[config.mk]
export PLATFORM = sky130hd
export DESIGN_NAME = instr_encoder
export DESIGN_NICKNAME = d
export VERILOG_FILES = /design/src/rtl/instr_encoder.sv
export SDC_FILE = /design/constraint.sdc
export NUM_CORES = 1
export LEC_CHECK = 0
export ABC_AREA = 1
export CAP_MARGIN = 0
export CORE_MARGIN = 5
export CORE_UTILIZATION = 30
export DETAILED_ROUTE_END_ITERATION = 8
export PLACE_DENSITY_LB_ADDON = 0.25
export SLEW_MARGIN = 5
export SYNTH_ARGS = -nofsm -noshare
export SYNTH_HDL_FRONTEND = slang
export SYNTH_SLANG_ARGS = --single-unit
[constraint.sdc]
create_clock -name clk_i -period 3.6 [get_ports clk_i]
set_clock_uncertainty 0.15 [all_clocks]
set_input_delay 0.72 -clock clk_i [delete_from_list [all_inputs] [get_ports clk_i]]
set_output_delay 0.72 -clock clk_i [all_outputs]
set_load 0.005 [all_outputs]
[src/rtl/instr_encoder.sv]
// Instruction encoder: turns R-type / addi / nop requests into 32-bit MIPS
// words and streams them into instruction memory at consecutive word
// addresses starting at BASE_ADDR. Used by the boot/test path to preload imem.
module instr_encoder #(
    parameter int          ADDR_W    = 8,
    parameter logic [31:0] BASE_ADDR = 32'h0000_0000
) (
    input  logic              clk_i,
    input  logic              rst_i,
    input  logic              start_i,
    input  logic              valid_i,
    output logic              ready_o,
    input  logic [1:0]        kind_i,
    input  logic              last_i,
    input  logic [4:0]        rs_i,
    input  logic [4:0]        rt_i,
    input  logic [4:0]        rd_i,
    input  logic [5:0]        funct_i,
    input  logic [15:0]       imm_i,
    output logic              mem_we_o,
    output logic [31:0]       mem_addr_o,
    output logic [31:0]       mem_data_o,
    output logic [ADDR_W:0]   count_o,
    output logic              full_o,
    output logic              done_o,
    output logic              err_o
);

    localparam logic [1:0] ST_IDLE = 2'd0;
    localparam logic [1:0] ST_RUN  = 2'd1;
    localparam logic [1:0] ST_DONE = 2'd2;

    localparam logic [1:0] KIND_RTYPE = 2'b00;
    localparam logic [1:0] KIND_ADDI  = 2'b01;
    localparam logic [1:0] KIND_NOP   = 2'b10;

    localparam logic [5:0] OP_RTYPE = 6'b000000;
    localparam logic [5:0] OP_ADDI  = 6'b001000;

    // Count value meaning "every imem slot has been written" (DEPTH).
    localparam logic [ADDR_W:0] CNT_FULL = {1'b1, {ADDR_W{1'b0}}};
    localparam logic [ADDR_W:0] CNT_ONE  = 1;

    logic [1:0]      state_q, state_d;
    logic [ADDR_W:0] count_q, count_d;
    logic            err_q, err_d;
    logic            we_q, we_d;
    logic [31:0]     addr_q, addr_d;
    logic [31:0]     data_q, data_d;
    logic            done_q, done_d;

    logic            full;
    logic            accept;
    logic            reserved;
    logic [31:0]     enc_word;

    assign full     = (count_q == CNT_FULL);
    assign ready_o  = (state_q == ST_RUN) && !full && !start_i;
    assign accept   = valid_i && ready_o;
    assign reserved = (kind_i == 2'b11);

    // Build the instruction word for the current request.
    always_comb begin
        enc_word = 32'h0000_0000;
        case (kind_i)
            KIND_RTYPE: enc_word = {OP_RTYPE, rs_i, rt_i, rd_i, 5'b00000, funct_i};
            KIND_ADDI:  enc_word = {OP_ADDI, rs_i, rt_i, imm_i};
            KIND_NOP:   enc_word = 32'h0000_0000;
            default:    enc_word = 32'h0000_0000;
        endcase
    end

    // Next-state logic: start overrides everything; otherwise handle an accept.
    always_comb begin
        state_d = state_q;
        count_d = count_q;
        err_d   = err_q;
        we_d    = 1'b0;
        addr_d  = addr_q;
        data_d  = data_q;
        done_d  = 1'b0;

        if (start_i) begin
            // Restart: clear progress and begin addressing at BASE_ADDR again.
            state_d = ST_RUN;
            count_d = '0;
            err_d   = 1'b0;
        end else if (accept) begin
            if (reserved) begin
                // Reserved kind consumes the handshake but writes nothing.
                err_d = 1'b1;
            end else begin
                we_d    = 1'b1;
                data_d  = enc_word;
                addr_d  = BASE_ADDR + (32'(count_q) << 2);
                count_d = count_q + CNT_ONE;
            end
            if (last_i) begin
                state_d = ST_DONE;
                done_d  = 1'b1;
            end
        end
    end

    // State and output registers with synchronous reset.
    always_ff @(posedge clk_i) begin
        if (rst_i) begin
            state_q <= ST_IDLE;
            count_q <= '0;
            err_q   <= 1'b0;
            we_q    <= 1'b0;
            addr_q  <= 32'h0000_0000;
            data_q  <= 32'h0000_0000;
            done_q  <= 1'b0;
        end else begin
            state_q <= state_d;
            count_q <= count_d;
            err_q   <= err_d;
            we_q    <= we_d;
            addr_q  <= addr_d;
            data_q  <= data_d;
            done_q  <= done_d;
        end
    end

    assign mem_we_o   = we_q;
    assign mem_addr_o = addr_q;
    assign mem_data_o = data_q;
    assign count_o    = count_q;
    assign full_o     = full;
    assign done_o     = done_q;
    assign err_o      = err_q;

endmodule

==> results by group, run 1 <==
STA
  – RSZ-0062 raised after global routing: no
  – Setup total negative slack: 0 ns
  – Part of the cycle the worst path needs: 81.58%
  – Hold Vio Cnt, Final: 0
  – Worst slew pin tran: 0.6482 ns
  – Hold_ws: 0.3160 ns
  – FMAX: 340.5 MHz
  – Fin worst setup slack: 0.6632 ns
  – Final min period: 2.937 ns
  – Final setup fails: 0
  – Fin. max-slew vios: 0
  – Worst slew margin: 56.65%

Critical path
  – Most common cell on crit path: clkdlybuf4s50_1
  – Slowest CP cell: clkdlybuf4s50_1
  – CP required: 2.73 ns
  – Crit path max-delay family: buffers and inverters
  – Worst path bufs/invs: 3
  – Worst-path cell chain: clkdlybuf4s50_1 > inv_2 > nand3_1 > nor2_2 > clkdlybuf4s50_1
  – Crit path launch type: primary input
  – CP peak stage delay: 0.53 ns
  – CP endpoint kind: output port
  – Critical path peak fanout: 2
  – Levels on crit path: 5
  – Worst-case reg-to-reg path depth: 9
  – Setup CP Type: primary input to output port
  – Worst EP arrival: 2.07 ns

Layout
  – Ant diodes: 0
  – Layout cells sized above 1: 5.910%
  – Area Overhead vs Synth: 39.33%
  – Layout Nets: 468
  – Final instance area: 3382 um^2
  – Core Util, Final: 43.32%

Clocking
  – Post-CTS setup buffers: 0
  – Cts hold-fix bufs: 0
  – H-Tree Level Count: 2
  – CTS Sinks: 50
  – CTS Buffer Depth: 2
  – CTS buffer count: 5
  – Reg clk slew, reported paths: 0.09 ns
  – Post_cts resized: 0
  – Skew-Pair Late Insertion Delay: 0.30 ns
  – Root Buffer: clkbuf_8
  – CTS tree: yes

Synthesis
  – Synth cell count leaders: nand2_1, dfxtp_1, a21oi_1
  – Syn_area_per_cell: 7.224 um^2
  – Yosys top cell area share: 41.24%
  – Synth area leaders: dfxtp_1, nand2_1, a21oi_1
  – Synth Instances: 336
  – Syn. warnings: 0
  – Mapped Area: 2427 um^2
  – Seq cells post-synth: 50
  – Most numerous cell in the Yosys netlist: nand2_1
  – Post-synth EDFFs: 0
  – Main synth FF type: dfxtp_1
  – Largest area contributor in the netlist: dfxtp_1
  – Post-synthesis sequential area ratio: 41.24%
  – Distinct cells, synth: 27
  – Post-synth ARST share: 0%

Detailed routing
  – DR vias/cell: 4.234
  – Initial DRC count: 58
  – Antenna Nets Post-Route: 0
  – Final WL: 6.286 mm
  – DRT Pass-1 Iters: 4
  – Avg WL per Cell: 11.97 um
  – Via count: 2223
  – Drt drc: 0

Run status
  – Status: finished clean

Die
  – Die Span Y: 99.95 um
  – Core Rows: 32
  – Die width: 99.95 um
  – Die area: 9990 um^2
  – Core ar.: 7807 um^2
  – Initial Util: 31.09%
  – I/O pin count: 122

Global routing
  – Vias in the first global route: 2030
  – Gr ovfl total: 0
  – Global-route wire length before repair: 9.998 mm
  – Initial antenna violation count: 0
  – Largest net degree at the start of global routing: 29
  – Gr usage total: 12.43%

Placed design
  – Dpl ws: 0.6394 ns
  – I/O Buffers: 93
  – Placed inst area: 3291 um^2
  – GP Congestion: 0.7505
  – HPWL Detailed: 4.693 mm

Power
  – Reg power frac: 55.1%
  – Leak: 1.288 nW
  – Logic pwr share: 11.5%
  – Psw: 0.0002428 W
  – Worst VDD drop: 128.1 uV
  – Cell internal pwr: 0.0007754 W
  – Cell area power density: 301.1 nW/um^2
  – Switching Fraction: 23.85%
  – Clock network power share: 33.4%

Hold path
  – Hold path depth: 2
  – HP Class: register to register

Run
  – Max cap viols: 0
-- sequential cells by signal (all words and copies together) (netlist names) --
name,cells
done_o,1
mem_addr_o,9
count_o,9
mem_data_o,27
mem_we_o,1
state_q,2
err_o,1
-- metrics by stage --
stage,total power [W],cells
global placement,0.0006907,517
global route,0.001067,525
detailed placement,0.0006921,517
CTS,0.001039,525
finish,0.001018,525
floorplan,0.0006463,363
-- placed cells by master (no fill, tap or decap), types with 2 or more instances in the layout --
cell and instances:
conb_1 28, buf_4 4, inv_2 7, clkdlybuf4s50_1 93, nor2_1 15, nand4_1 6, ha_1 2, clkbuf_8 6
nand3_1 6, dfxtp_1 50, inv_1 21, xor2_1 4, o21ai_0 12, a21oi_1 46, nand2_1 110
-- layer usage --
metal | global-route usage (%) | up-vias | share of wire (%)
met5 | 0 | - | 0
met4 | 3.151 | 0 | 0.56
met3 | 5.351 | 2 | 8.6
met2 | 20.68 | 66 | 49
met1 | 14.72 | 989 | 42
li1 | - | 1166 | -
-- worst register-to-register path, delay by kind of cell, from the launching register on --
kind / cells / cell delay [ns]
and+or+nand+nor: 5 / 0.65
buffers and inverters: 2 / 0.46
DFF: 1 / 0.44
adders and majority gates: 1 / 0.21
AOI/OAI and AO/OA: 1 / 0.06
-- power groups by stage --
stage	logic (W)	clock network (W)	registers, W
finish	0.000117	0.000340	0.000561
global route	0.000130	0.000375	0.000562
CTS	0.000118	0.000360	0.000561
detailed placement	0.000118	0	0.000574
global placement	0.000117	0	0.000574
floorplan	0.0000722	0	0.000574
-- worst paths after layout --
kind / from / endpoint / slack (ns)
worst max-delay path: start_i / ready_o / 0.66
worst min-delay path: mem_addr_o[9] / mem_addr_o[9] / 0.32
worst max register to register: count_o[0] / mem_data_o[13] / 1.48
worst min register to register: mem_addr_o[9] / mem_addr_o[9] / 0.32
-- kinds of logic after synthesis --
logic type      after synthesis  synth area share [%]
other cells                   1                0.1545
simple gates                146                 25.93
compound gates               59                 12.27
buf+inv                      74                 17.94
xor+xnor                      4                 1.443
flops                        50                 41.24
fa+ha+maj                     2                 1.031
-- layout make-up --
class	count	area [um^2]
Multi-Input combinational cell	239	1092
Inverter	29	108.9
Clock buffer	7	86.33
Clock inverter	1	5.005
Sequential cell	50	1001
Tap cell	102	127.6
Timing Repair Buffer	97	960.9
Fill cell	834	4425
Note: power is estimated with default switching activity, not from simulation.
==> inputs of run 2 (changes only) <==
Clock period 3.6 ns to 2.41 ns, I/O delays scaled along.
==> run 2 against run 1 <==
Against the previous run:
- critical path depth increased by 4
- critical endpoint unchanged
- count of clock-buffer cells in the layout is the same
- register-to-register slack got worse by 0.89 ns
- final cell count rose by 2.1%
- first-iteration DRC count grew 8.6%
- utilization rose by 1.3 points
- die area did not move
- via count up 1.4%
- critical path type is now register to output port
- non-clock buffer count rose by 11
==> results by group, run 2 (same netlist as run 1, synthesis figures left out) <==
Die
  – Die width: 99.95 um (unchanged)
  – Core Rows: 32 (unchanged)
  – Die area: 9990 um^2 (unchanged)
  – Core ar.: 7807 um^2 (unchanged)
  – I/O pin count: 122 (unchanged)
  – Die Span Y: 99.95 um (unchanged)
  – Initial Util: 31.09% (unchanged)

Run
  – Max cap viols: 0 (unchanged)

Detailed routing
  – Highest Signal Layer: met4 (unchanged)
  – Wire length on met3: 553 um (was 538 um)
  – M1 wire length: 2.591 mm (was 2.650 mm)
  – Met2 wire length: 3.110 mm (was 3.062 mm)
  – Final WL: 6.349 mm (was 6.286 mm)
  – DR vias/cell: 4.207 (was 4.234)
  – Drt drc: 0 (unchanged)
  – Antenna Nets Post-Route: 0 (unchanged)
  – Via count: 2255 (was 2223)
  – Avg WL per Cell: 11.85 um (was 11.97 um)
  – Initial DRC count: 63 (was 58)
  – DRT Pass-1 Iters: 4 (unchanged)

Layout
  – Register area: 1001 um^2 (unchanged)
  – Ant diodes: 0 (unchanged)
  – Area Overhead vs Synth: 43.66% (was 39.33%)
  – Commonest non-fill, non-tap cell in the layout: nand2_1 (unchanged)
  – Layout cells sized above 1: 8.525% (was 5.910%)
  – Layout Nets: 479 (was 468)
  – Max FFs per register: 27 (unchanged)
  – Multi-input gate area: 1100 um^2 (was 1092 um^2)
  – Core Util, Final: 44.66% (was 43.32%)
  – Post-Layout Cell Count: 536 (was 525)
  – Commonest non-fill, non-tap cells in the layout: nand2_1, clkdlybuf4s50_1, dfxtp_1 (unchanged)
  – Number of fill cells: 812 (was 834)

Power
  – Worst VDD drop: 198.0 uV (was 128.1 uV)
  – Psw: 0.0003630 W (was 0.0002428 W)
  – Logic pwr share: 12.0% (was 11.5%)
  – Reg power frac: 54.8% (was 55.1%)
  – Cell internal pwr: 0.001164 W (was 0.0007754 W)
  – Clock network power share: 33.1% (was 33.4%)
  – Cell area power density: 438.0 nW/um^2 (was 301.1 nW/um^2)
  – Leak: 1.367 nW (was 1.288 nW)
  – Switching Fraction: 23.77% (was 23.85%)

Global routing
  – Largest net degree at the start of global routing: 22 (was 29)
  – Gr ovfl total: 0 (unchanged)
  – Gr usage total: 12.62% (was 12.43%)
  – Vias in the first global route: 2081 (was 2030)
  – Global-route wire length before repair: 10.12 mm (was 9.998 mm)
  – Initial antenna violation count: 0 (unchanged)

Placed design
  – Dpl ws: -0.05717 ns (was 0.6394 ns)
  – GP Congestion: 0.7418 (was 0.7505)
  – Placed cells: 527 (was 517)
  – HPWL Detailed: 4.817 mm (was 4.693 mm)
  – I/O Buffers: 93 (unchanged)

Critical path
  – CP required: 1.78 ns (was 2.73 ns)
  – Crit path max-delay family: buffers and inverters (unchanged)
  – CP endpoint kind: output port (unchanged)
  – Slowest CP cell: dfxtp_1 (was clkdlybuf4s50_1)
  – Crit path launch type: register (was primary input)
  – Setup CP Type: register to output port (was primary input to output port)
  – Critical path peak fanout: 2 (unchanged)
  – CP peak stage delay: 0.34 ns (was 0.53 ns)
  – Worst EP arrival: 1.65 ns (was 2.07 ns)
  – R2R setup slack: 0.59 ns (was 1.48 ns)
  – Worst path bufs/invs: 4 (was 3)
  – Worst-path cell chain: inv_1 > ha_1 > nand2_1 > inv_1 > nand2_1 > nor2_4 > buf_4 > nor2_2 > clkdlybuf4s15_1 (was clkdlybuf4s50_1 > inv_2 > nand3_1 > nor2_2 > clkdlybuf4s50_1)

Hold path
  – HP Class: register to register (unchanged)

STA
  – Fin worst setup slack: 0.1255 ns (was 0.6632 ns)
  – FMAX: 437.7 MHz
  – Hold Vio Cnt, Final: 0 (unchanged)
  – Part of the cycle the worst path needs: 94.79%
  – Final min period: 2.284 ns
  – Final setup fails: 0 (unchanged)
  – Fin. max-slew vios: 0 (unchanged)

Clocking
  – Root Buffer: clkbuf_8 (unchanged)
  – H-Tree Level Count: 2 (unchanged)
  – CTS Buffer Depth: 2 (unchanged)
  – CTS buffer count: 5 (unchanged)
  – Skew-Pair Late Insertion Delay: 0.30 ns (about the same)
  – Reg clk slew, reported paths: 0.09 ns (about the same)
  – CTS tree: yes (unchanged)
  – CTS Sinks: 50 (unchanged)

Run status
  – Status: finished clean (unchanged)
[run 2: cell count changes in the layout (fill, tap and decap cells not counted), sizes merged]
| cell | delta |
|---|---|
| dlymetal6s2s | +1 |
| buf | +11 |
| clkdlybuf4s50 | -2 |
| clkdlybuf4s15 | +1 |
[run 2: path summary, 6_finish.rpt]
path                            startpoint         end  cells after the start
worst max-delay path            count_o[0]     ready_o                      9
worst min-delay path            state_q[1]  state_q[1]                      2
worst max register to register  count_o[0]  state_q[0]                     12
worst min register to register  state_q[1]  state_q[1]                      2
[run 2: layout make-up]
type | instances | area share, %
Multi-Input combinational cell | 239 | 31.54
Inverter | 29 | 3.122
Clock inverter | 1 | 0.1435
Clock buffer | 7 | 2.476
Timing Repair Buffer | 108 | 30.36
Sequential cell | 50 | 28.70
Tap cell | 102 | 3.660
[run 2: tightest hold or removal path: stages (launching register included)]
cell	delay, ns
dfxtp_1	0.31
inv_1	0.06
a21oi_1	0.06
[run 2: power by group through the flow]
| stage | clock network [W] | registers (W) | logic [W] |
|---|---|---|---|
| finish | 0.000506 | 0.000837 | 0.000184 |
| global route | 0.000548 | 0.000839 | 0.000205 |
| CTS | 0.000527 | 0.000838 | 0.000185 |
| detailed placement | 0 | 0.000857 | 0.000185 |
| global placement | 0 | 0.000857 | 0.000183 |
| floorplan | 0 | 0.000858 | 0.000108 |
[run 2: timing repair]
item,CTS,global route
setup buffers,0,1
resized for setup,2,3
hold buffers,0,0
pin swaps,1,1
endpoints found under the setup margin,2,1
[run 2: through the flow]
step	hold WS (ns)	TNS [ns]	cell area (um^2)	power, W
after floorplan	0.2863	0	2529	0.0009654
after global routing	0.3321	-0.0003375	3487	0.001592
final	0.3143	0	3487	0.001527
after detailed placement	0.3039	-0.05717	3378	0.001042
after CTS	0.3174	0	3471	0.001549
after global placement	0.3002	-0.04310	3378	0.001040
[run 2: per-layer routing]
layer,track usage (%),vias up
met5,0,-
met2,20.52,76
li1,-,1184
met4,3.992,0
met3,5.212,7
met1,15.15,988
==> inputs of run 3 (changes only) <==
Settings changed: CORE_UTILIZATION 30 to 36, SKIP_LAST_GASP set to 1.
==> run 3 against run 2 <==
Against the previous run:
- sequential power about the same
- via count decreased by 0.58%
- hold slack better by 0.0010 ns
- utilization increased by 7.5 points
- die area fell by 15%
==> results by group, run 3 (same netlist as run 1, synthesis figures left out) <==
Critical path
  – Crit path launch type: primary input (was register)
  – CP endpoint kind: output port (unchanged)
  – CP required: 1.78 ns (about the same)
  – Setup CP Type: primary input to output port (was register to output port)
  – R2R setup slack: 0.72 ns (was 0.59 ns)
  – Critical path peak fanout: 2 (unchanged)
  – Worst EP arrival: 1.54 ns (was 1.65 ns)

STA
  – Fin. max-slew vios: 0 (unchanged)
  – Hold Vio Cnt, Final: 0 (unchanged)
  – Hold_ws: 0.3153 ns (was 0.3143 ns)
  – Final setup fails: 0 (unchanged)
  – RSZ-0062 raised after global routing: no
  – Part of the cycle the worst path needs: 90.27% (was 94.79%)
  – FMAX: 459.6 MHz (was 437.7 MHz)
  – Final min period: 2.176 ns (was 2.284 ns)

Power
  – Leak: 1.377 nW (was 1.367 nW)
  – Total Power: 0.001576 W (was 0.001527 W)
  – Worst VDD drop: 207.5 uV (was 198.0 uV)
  – Cell area power density: 452.6 nW/um^2 (was 438.0 nW/um^2)

Layout
  – Ant diodes: 0 (unchanged)
  – Max FFs per register: 27 (unchanged)
  – Layout cells sized above 1: 8.545% (was 8.525%)
  – Commonest non-fill, non-tap cells in the layout: nand2_1, clkdlybuf4s50_1, dfxtp_1 (unchanged)
  – Post-Layout Cell Count: 513 (was 536)
  – Area Overhead vs Synth: 43.45% (was 43.66%)
  – Layout Nets: 478 (was 479)
  – Commonest non-fill, non-tap cell in the layout: nand2_1 (unchanged)

Clocking
  – CTS tree: yes (unchanged)
  – CTS buffer count: 5 (unchanged)
  – Reg clk slew, reported paths: 0.08 ns (was 0.09 ns)
  – CTS Sinks: 50 (unchanged)
  – Root Buffer: clkbuf_8 (unchanged)
  – Skew-Pair Late Insertion Delay: 0.29 ns (was 0.30 ns)
  – CTS Buffer Depth: 2 (unchanged)
  – H-Tree Level Count: 2 (unchanged)

Detailed routing
  – Met2 wire length: 2.828 mm (was 3.110 mm)
  – Initial DRC count: 31 (was 63)
  – DRT Pass-1 Iters: 4 (unchanged)
  – Final WL: 6.063 mm (was 6.349 mm)
  – M1 wire length: 2.549 mm (was 2.591 mm)
  – Via count: 2242 (was 2255)
  – Wire length on met3: 654 um (was 553 um)
  – Antenna Nets Post-Route: 0 (unchanged)
  – DR vias/cell: 4.370 (was 4.207)
  – Avg WL per Cell: 11.82 um (was 11.85 um)
  – Highest Signal Layer: met4 (unchanged)
  – Drt drc: 0 (unchanged)

Global routing
  – Vias in the first global route: 2070 (was 2081)
  – Initial antenna violation count: 0 (unchanged)
  – Largest net degree at the start of global routing: 26 (was 22)
  – Gr usage total: 14.31% (was 12.62%)
  – Gr ovfl total: 0 (unchanged)
  – Global-route wire length before repair: 9.860 mm (was 10.12 mm)

Placed design
  – GP Congestion: 0.7878 (was 0.7418)
  – HPWL Detailed: 4.689 mm (was 4.817 mm)
  – Placed cells: 505 (was 527)
  – I/O Buffers: 93 (unchanged)

Run status
  – Status: finished clean (unchanged)

Hold path
  – HP Class: register to register (unchanged)

Die
  – Core Rows: 30 (was 32)
  – I/O pin count: 122 (unchanged)
  – Core ar.: 6681 um^2 (was 7807 um^2)
  – Die Span Y: 92.12 um (was 99.95 um)
  – Die area: 8485 um^2 (was 9990 um^2)
  – Die width: 92.12 um (was 99.95 um)
  – Initial Util: 36.33% (was 31.09%)

Run
  – Max cap viols: 0 (unchanged)
run 3: cell types whose count changed in the layout (fill, tap and decap cells not counted):
| cell | change |
|---|---|
| clkdlybuf4s15_1 | -1 |
| clkbuf_1 | -1 |
| clkinv_2 | -1 |
| buf_4 | -2 |
| buf_12 | +1 |
| dlygate4sd2_1 | +1 |
| clkbuf_8 | +2 |
run 3: layout make-up:
class / count / area (um^2)
Fill cell: 670 / 3199
Sequential cell: 50 / 1001
Tap cell: 80 / 100.1
Timing Repair Buffer: 107 / 1062
Clock buffer: 8 / 110.1
Inverter: 29 / 108.9
Multi-Input combinational cell: 239 / 1100
run 3: layer usage:
metal,track usage [%],vias up
met4,2.723,0
met3,6.891,4
met5,0,-
met1,16.80,980
met2,23.84,69
li1,-,1189
run 3: final timing paths:
path	from	end	cells past startpoint
setup / recovery	start_i	ready_o	5
setup reg to reg	count_o[0]	mem_data_o[22]	9
hold / removal	mem_addr_o[5]	mem_addr_o[5]	2
hold reg to reg	mem_addr_o[5]	mem_addr_o[5]	2
run 3: stage by stage:
| step | setup TNS [ns] | instance area, um^2 | util [%] | setup slack, ns |
|---|---|---|---|---|
| CTS | 0 | 3475 | 52.00 | 0.03049 |
| global route | 0 | 3482 | 52.12 | 0.08865 |
| detailed placement | -0.03634 | 3363 | 50.34 | -0.03634 |
| global placement | -0.04400 | 3363 | 50.34 | -0.04400 |
| floorplan | 0 | 2529 | - | 0.7168 |
| finish | 0 | 3482 | 52.12 | 0.2344 |
run 3: power breakdown:
part / internal [W] / total (W) / switching (W)
Combinational: 0.000100 / 0.000185 / 0.0000845
Clock: 0.000290 / 0.000554 / 0.000264
Sequential: 0.000834 / 0.000837 / 0.00000383
Total: 0.00122 / 0.00158 / 0.000352
run 3: timing repair:
| item | 4_1_cts | 5_1_grt |
|---|---|---|
| hold buffers | 0 | 0 |
| resized for setup | 2 | 2 |
| pin swaps | 0 | 0 |
| setup buffers | 0 | 0 |
| setup endpoints to repair | 2 | 1 |
run 3: worst max-delay path: stages:
cell	delay [ns]
clkdlybuf4s50_1	0.47
inv_2	0.08
nand3_1	0.10
nor2_2	0.14
dlygate4sd2_1	0.27
